===== src/rtl/vx_writeback_arbiter.sv =====
// rtl/vx_writeback_arbiter.sv - round-robin writeback arbiter with packet lock and registered output
module vx_writeback_arbiter #(
    parameter int NUM_INPUTS = 4,
    parameter int DATAW      = 256,
    parameter int PERF_W     = 32,
    localparam int SRC_W     = (NUM_INPUTS > 1) ? $clog2(NUM_INPUTS) : 1
) (
    input  logic                        clk,
    input  logic                        reset,
    input  logic [NUM_INPUTS-1:0]       in_valid,
    input  logic [NUM_INPUTS*DATAW-1:0] in_data,
    input  logic [NUM_INPUTS-1:0]       in_sop,
    input  logic [NUM_INPUTS-1:0]       in_eop,
    output logic [NUM_INPUTS-1:0]       in_ready,
    output logic                        out_valid,
    output logic [DATAW-1:0]            out_data,
    output logic                        out_sop,
    output logic                        out_eop,
    output logic [SRC_W-1:0]            out_src,
    input  logic                        out_ready,
    output logic [PERF_W-1:0]           perf_stalls
);

    typedef enum logic {
        ST_IDLE   = 1'b0,
        ST_LOCKED = 1'b1
    } state_e;

    localparam logic [SRC_W:0] N_L = (SRC_W+1)'(NUM_INPUTS);

    state_e             state_q, state_d;
    logic [SRC_W-1:0]   lock_idx_q, lock_idx_d;
    logic [SRC_W-1:0]   rr_ptr_q, rr_ptr_d;

    logic               out_valid_q;
    logic [DATAW-1:0]   out_data_q;
    logic               out_sop_q;
    logic               out_eop_q;
    logic [SRC_W-1:0]   out_src_q;
    logic [PERF_W-1:0]  perf_q;

    logic               load;
    logic               grant_found;
    logic [SRC_W-1:0]   grant_idx;
    logic [SRC_W:0]     scan_idx;
    logic               xfer;

    logic [DATAW-1:0]   in_data_arr [NUM_INPUTS];

    for (genvar i = 0; i < NUM_INPUTS; i++) begin : g_unpack
        assign in_data_arr[i] = in_data[i*DATAW +: DATAW];
    end

    function automatic logic [SRC_W-1:0] wrap_inc(input logic [SRC_W-1:0] a);
        logic [SRC_W:0] s;
        s = {1'b0, a} + (SRC_W+1)'(1);
        if (s >= N_L) begin
            s = '0;
        end
        return s[SRC_W-1:0];
    endfunction

    // Pick the granted source: the locked owner, or the first valid source from rr_ptr onward.
    always_comb begin
        load        = !out_valid_q || out_ready;
        grant_found = 1'b0;
        grant_idx   = lock_idx_q;
        scan_idx    = '0;
        if (state_q == ST_LOCKED) begin
            grant_found = 1'b1;
        end else begin
            // Walk the offsets from farthest to nearest so the nearest valid source wins.
            for (int k = NUM_INPUTS - 1; k >= 0; k--) begin
                scan_idx = {1'b0, rr_ptr_q} + (SRC_W+1)'(k);
                if (scan_idx >= N_L) begin
                    scan_idx = scan_idx - N_L;
                end
                if (in_valid[scan_idx[SRC_W-1:0]]) begin
                    grant_found = 1'b1;
                    grant_idx   = scan_idx[SRC_W-1:0];
                end
            end
        end
        in_ready = '0;
        if (grant_found && load && !reset) begin
            in_ready[grant_idx] = 1'b1;
        end
        xfer = grant_found && load && !reset && in_valid[grant_idx];
    end

    // Lock on a multi-beat start, release and advance the pointer on end of packet.
    always_comb begin
        state_d    = state_q;
        lock_idx_d = lock_idx_q;
        rr_ptr_d   = rr_ptr_q;
        if (xfer) begin
            case (state_q)
                ST_IDLE: begin
                    if (in_sop[grant_idx] && !in_eop[grant_idx]) begin
                        state_d    = ST_LOCKED;
                        lock_idx_d = grant_idx;
                    end else begin
                        rr_ptr_d = wrap_inc(grant_idx);
                    end
                end
                ST_LOCKED: begin
                    if (in_eop[grant_idx]) begin
                        state_d  = ST_IDLE;
                        rr_ptr_d = wrap_inc(lock_idx_q);
                    end
                end
                default: state_d = ST_IDLE;
            endcase
        end
    end

    // Arbitration state register.
    always_ff @(posedge clk or posedge reset) begin
        if (reset) begin
            state_q    <= ST_IDLE;
            lock_idx_q <= '0;
            rr_ptr_q   <= '0;
        end else begin
            state_q    <= state_d;
            lock_idx_q <= lock_idx_d;
            rr_ptr_q   <= rr_ptr_d;
        end
    end

    // Output beat register: capture on transfer, drain when the consumer takes it.
    always_ff @(posedge clk or posedge reset) begin
        if (reset) begin
            out_valid_q <= 1'b0;
            out_data_q  <= '0;
            out_sop_q   <= 1'b0;
            out_eop_q   <= 1'b0;
            out_src_q   <= '0;
        end else if (xfer) begin
            out_valid_q <= 1'b1;
            out_data_q  <= in_data_arr[grant_idx];
            out_sop_q   <= in_sop[grant_idx];
            out_eop_q   <= in_eop[grant_idx];
            out_src_q   <= grant_idx;
        end else if (out_ready) begin
            out_valid_q <= 1'b0;
        end
    end

    // Count cycles where a beat is held back by the register file.
    always_ff @(posedge clk or posedge reset) begin
        if (reset) begin
            perf_q <= '0;
        end else if (out_valid_q && !out_ready) begin
            perf_q <= perf_q + PERF_W'(1);
        end
    end

    assign out_valid   = out_valid_q;
    assign out_data    = out_data_q;
    assign out_sop     = out_sop_q;
    assign out_eop     = out_eop_q;
    assign out_src     = out_src_q;
    assign perf_stalls = perf_q;

    a_idle_needs_sop: assert property (@(posedge clk) disable iff (reset)
        !(xfer && state_q == ST_IDLE && !in_sop[grant_idx]));

    a_locked_no_sop: assert property (@(posedge clk) disable iff (reset)
        !(xfer && state_q == ST_LOCKED && in_sop[grant_idx]));

endmodule

===== config.mk =====
export PLATFORM = sky130hd
export DESIGN_NAME = vx_writeback_arbiter
export DESIGN_NICKNAME = d
export VERILOG_FILES = /design/src/rtl/vx_writeback_arbiter.sv
export SDC_FILE = /design/constraint.sdc
export NUM_CORES = 1
export LEC_CHECK = 0
export BUFFER_PORTS_ARGS = -buffer_cell sky130_fd_sc_hd__buf_2
export CAP_MARGIN = 10
export CORE_AREA = 3 3 525 527
export CTS_CLUSTER_DIAMETER = 40
export CTS_CLUSTER_SIZE = 25
export DETAILED_ROUTE_END_ITERATION = 7
export DIE_AREA = 0 0 528 530
export GPL_ROUTABILITY_DRIVEN = 0
export PLACE_DENSITY = 0.3
export REMOVE_ABC_BUFFERS = 1
export SYNTH_ARGS = -nofsm -noshare
export SYNTH_HDL_FRONTEND = slang
export SYNTH_SLANG_ARGS = --single-unit

===== constraint.sdc =====
create_clock -name clk -period 21.6 [get_ports clk]
set_input_delay 2.16 -clock clk [delete_from_list [all_inputs] [get_ports clk]]
set_output_delay 2.16 -clock clk [all_outputs]
set_load 0.02 [all_outputs]

==> results by group <==
Timing
  – Count of final setup violators: 0
  – Pins Over Slew Limit: 0
  – Period utilization: 32.6%
  – Rel. slew slack: 30.2%
  – Final Hold Viols: 0
  – Period minus WS final: 7.04 ns
  – TNS Setup: 0 ns
  – Setup repair after global routing missed its margin: no
  – Worst-Margin Slew: 1.05 ns
  – Clock Skews: 0.0477 ns
  – Fmax: 142 MHz
  – Hold slack: 0.473 ns

Power and ir drop
  – Leakage: 15.8 nW
  – Cell Pwr Density: 175 nW/um2
  – Pwr Total: 5.89 mW
  – Worst vdd ir: 0.158 mV

Routing
  – Routed Antenna Nets: 0
  – TritonRoute pass-1 iters: 4
  – Final WL: 172 mm
  – DR vias: 21900
  – Residual DRC: 0
  – Routed WL per cell: 24.1 um
  – Vias per cell: 3.06
  – Initial DRC Count: 863

Floorplan
  – Initial Util: 7.20%
  – Die height: 530 um
  – Die ar.: 280000 um2
  – Io pins: 1336
  – Core area: 271000 um2
  – Rows: 191
  – Die W: 528 um

Layout
  – Post-route cell area: 33600 um2
  – Share of cells above drive strength 1: 50.3%
  – Final core occ: 12.4%
  – Multi-input logic area: 11200 um2
  – Area growth from synthesis to layout: 72.3%
  – Register area: 7460 um2
  – Fillers: 31400
  – Layout Nets: 4529

Clock network
  – CTS tree: built
  – Post-CTS Setup Inserts: 0
  – CTS max path bufs: 3
  – Resized Gates After CTS: 0
  – Htree depth: 3
  – CTS clk-pin slew, worst paths: 0.04 ns
  – CTS Buf Count: 91
  – CTS Hold Bufs: 0
  – CTS sink cnt: 298
  – Latest clock arrival within the worst-skew pair: 0.69 ns
  – Root buffer cell: clkbuf_16

Global routing
  – Total track usage: 11.7%
  – First-pass GRT wire length: 219 mm
  – Initial antenna violation count: 161
  – Total gr overflow: 0
  – Vias in the first global route: 22700
  – Largest net degree at the start of global routing: 149

Synthesis
  – Ranking of synthesized cells by area: dfrtp_1 (38%), mux2_2 (15%), mux2i_1 (14%)
  – Mapped cell area: 19500 um2
  – Post-Syn Area per Cell: 8.86 um2
  – Synth cell count leaders: dfrtp_1 (298), nand2_1 (284), nor2_1 (277)
  – Most common cell in the netlist: dfrtp_1
  – Yosys cell types: 49
  – Post-synth ARST share: 100%
  – Post-synthesis sequential area ratio: 38.2%
  – Synthesis-stage register bit count: 298
  – Share of the synthesized area in the top cell type: 38.2%
  – Post-synth EDFFs: 0
  – YS warnings: 0
  – Most used DFF post-synth: dfrtp_1
  – Largest area contributor in the synthesized netlist: dfrtp_1
  – Mapped Cells: 2203

Hold path
  – Worst Hold Path Cells: 2
  – Hold Crit Class: flip-flop to flip-flop
  – Hold path startpoint: out_data[194]

Setup path
  – CP Capture Type: flip-flop
  – Worst path bufs/invs: 6
  – WP data required: 22.11 ns
  – Worst path depth: 13
  – Critical path arrival: 7.55 ns
  – Number of cells on the worst reg-to-reg path: 12
  – Critical path cell sequence: buf_2 -> o21ai_1 -> a211o_1 -> a41oi_4 -> buf_4 -> buf_4 -> a31oi_1 -> a21oi_1 -> o311a_4 -> buf_4 -> buf_4 -> buf_4 -> o21ai_1
  – Critical-path top delay cell: buf_4
  – CP dominant cell by count: buf_4
  – Critical Path Source: in_valid[3]
  – Setup crit end: out_data[114]
  – R2R Path End: out_data[114]
  – Reg-to-reg slack, setup: 15.49 ns
  – Reg2reg start: rr_ptr_q[0]
  – Crit Path Class: input pin to flip-flop
  – CP delay by family, top: buffers and inverters
  – CP peak stage delay: 0.73 ns
  – Crit-path max FO: 82
  – CP Launch Type: input pin

Place
  – Placed Area: 30100 um2
  – Detail Placement HPWL: 150 mm
  – IO Port Bufs: 1335

Flow run
  – Max cap viols: 0

Outcome
  – Status: complete, no violations
-- sequential cells by signal (all words and copies together), names as in the netlist --
signal and cells:
out_data 256, out_sop 1, out_eop 1, lock_idx_q 2, rr_ptr_q 2, state_q 1
perf_stalls 32, out_src 2, out_valid 1
-- where the power goes --
group | internal [mW] | switching (mW)
logic | 1.15 | 2.25
registers | 0.815 | 0.155
clock network | 1.07 | 0.450
total | 3.03 | 2.85
-- worst min path at each step --
| stage | to | slack, ns |
|---|---|---|
| floorplan | lock_idx_q[1] | 0.51 |
| global placement | out_data[106] | 0.46 |
| detailed placement | out_sop | 0.47 |
| CTS | out_data[53] | 0.48 |
| global route | perf_stalls[31] | 0.50 |
| finish | out_data[194] | 0.47 |
-- per-stage QoR --
step	setup WS (ns)	std cells
2_1_floorplan	-10.28	2026
5_1_grt	14.01	7152
3_5_place_dp	13.79	6960
4_1_cts	14.55	7128
6_report	14.56	7163
3_3_place_gp	13.89	6960
-- cell families (layout without fill, tap and decap cells) --
| group | count (synthesis) | after routing | synth area share, % |
|---|---|---|---|
| simple gates | 609 | 609 | 12.3 |
| compound gates | 541 | 541 | 14.3 |
| mux | 527 | 527 | 28.8 |
| flops | 298 | 298 | 38.2 |
| buf+inv | 191 | 1546 | 4.57 |
| xor+xnor | 30 | 30 | 1.35 |
| fa+ha+maj | 7 | 7 | 0.449 |
| other cells | 0 | 35 | 0 |
-- placed cells by master, fill, tap and decap left out, types with 6 or more instances in the layout --
cell | netlist | final
xnor2_1 | 21 | 21
a21oi_1 | 259 | 259
ha_1 | 7 | 7
nand3_1 | 15 | 15
clkinvlp_4 | 0 | 6
mux2i_1 | 266 | 266
clkbuf_1 | 57 | 12
clkinv_2 | 0 | 15
buf_4 | 3 | 27
diode_2 | 0 | 35
nand2b_1 | 6 | 6
buf_2 | 99 | 1335
xor2_1 | 9 | 9
mux2_2 | 257 | 257
nor2_1 | 277 | 277
nand2_1 | 284 | 284
clkbuf_16 | 0 | 94
bufinv_16 | 0 | 18
o21ai_0 | 14 | 14
o21ai_1 | 249 | 249
clkbuf_8 | 0 | 19
inv_1 | 13 | 12
dfrtp_1 | 298 | 298
nand4_1 | 6 | 6
-- metal layers --
metal / track usage [%] / share of wire (%) / vias to the layer above
met4: 4.47 / 4.2 / 122
met5: 0 / 0.47 / -
li1: - / - / 10300
met1: 12.3 / 36 / 9887
met3: 7.02 / 13 / 402
met2: 19.2 / 46 / 1188
-- area by class of cell --
type / instances / share of cell area (%)
multi-input cells: 1714 / 33.3
flip-flops and latches: 298 / 22.2
repair buffers: 1364 / 20.6
well taps: 3570 / 13.3
clock buffers: 125 / 7.91
clock inverters: 43 / 2.26
diodes: 35 / 0.261
inverters: 14 / 0.227
-- worst reg2reg max path: stages, from the launching register on --
cell	delay, ns
dfrtp_1	0.74
o21ai_1	0.14
a211o_1	0.37
a41oi_4	0.17
buf_4	0.37
buf_4	0.60
a31oi_1	0.17
a21oi_1	0.29
o311a_4	0.53
buf_4	0.73
buf_4	0.83
buf_4	0.78
o21ai_1	0.26
Note: power is estimated with default switching activity, not from simulation.
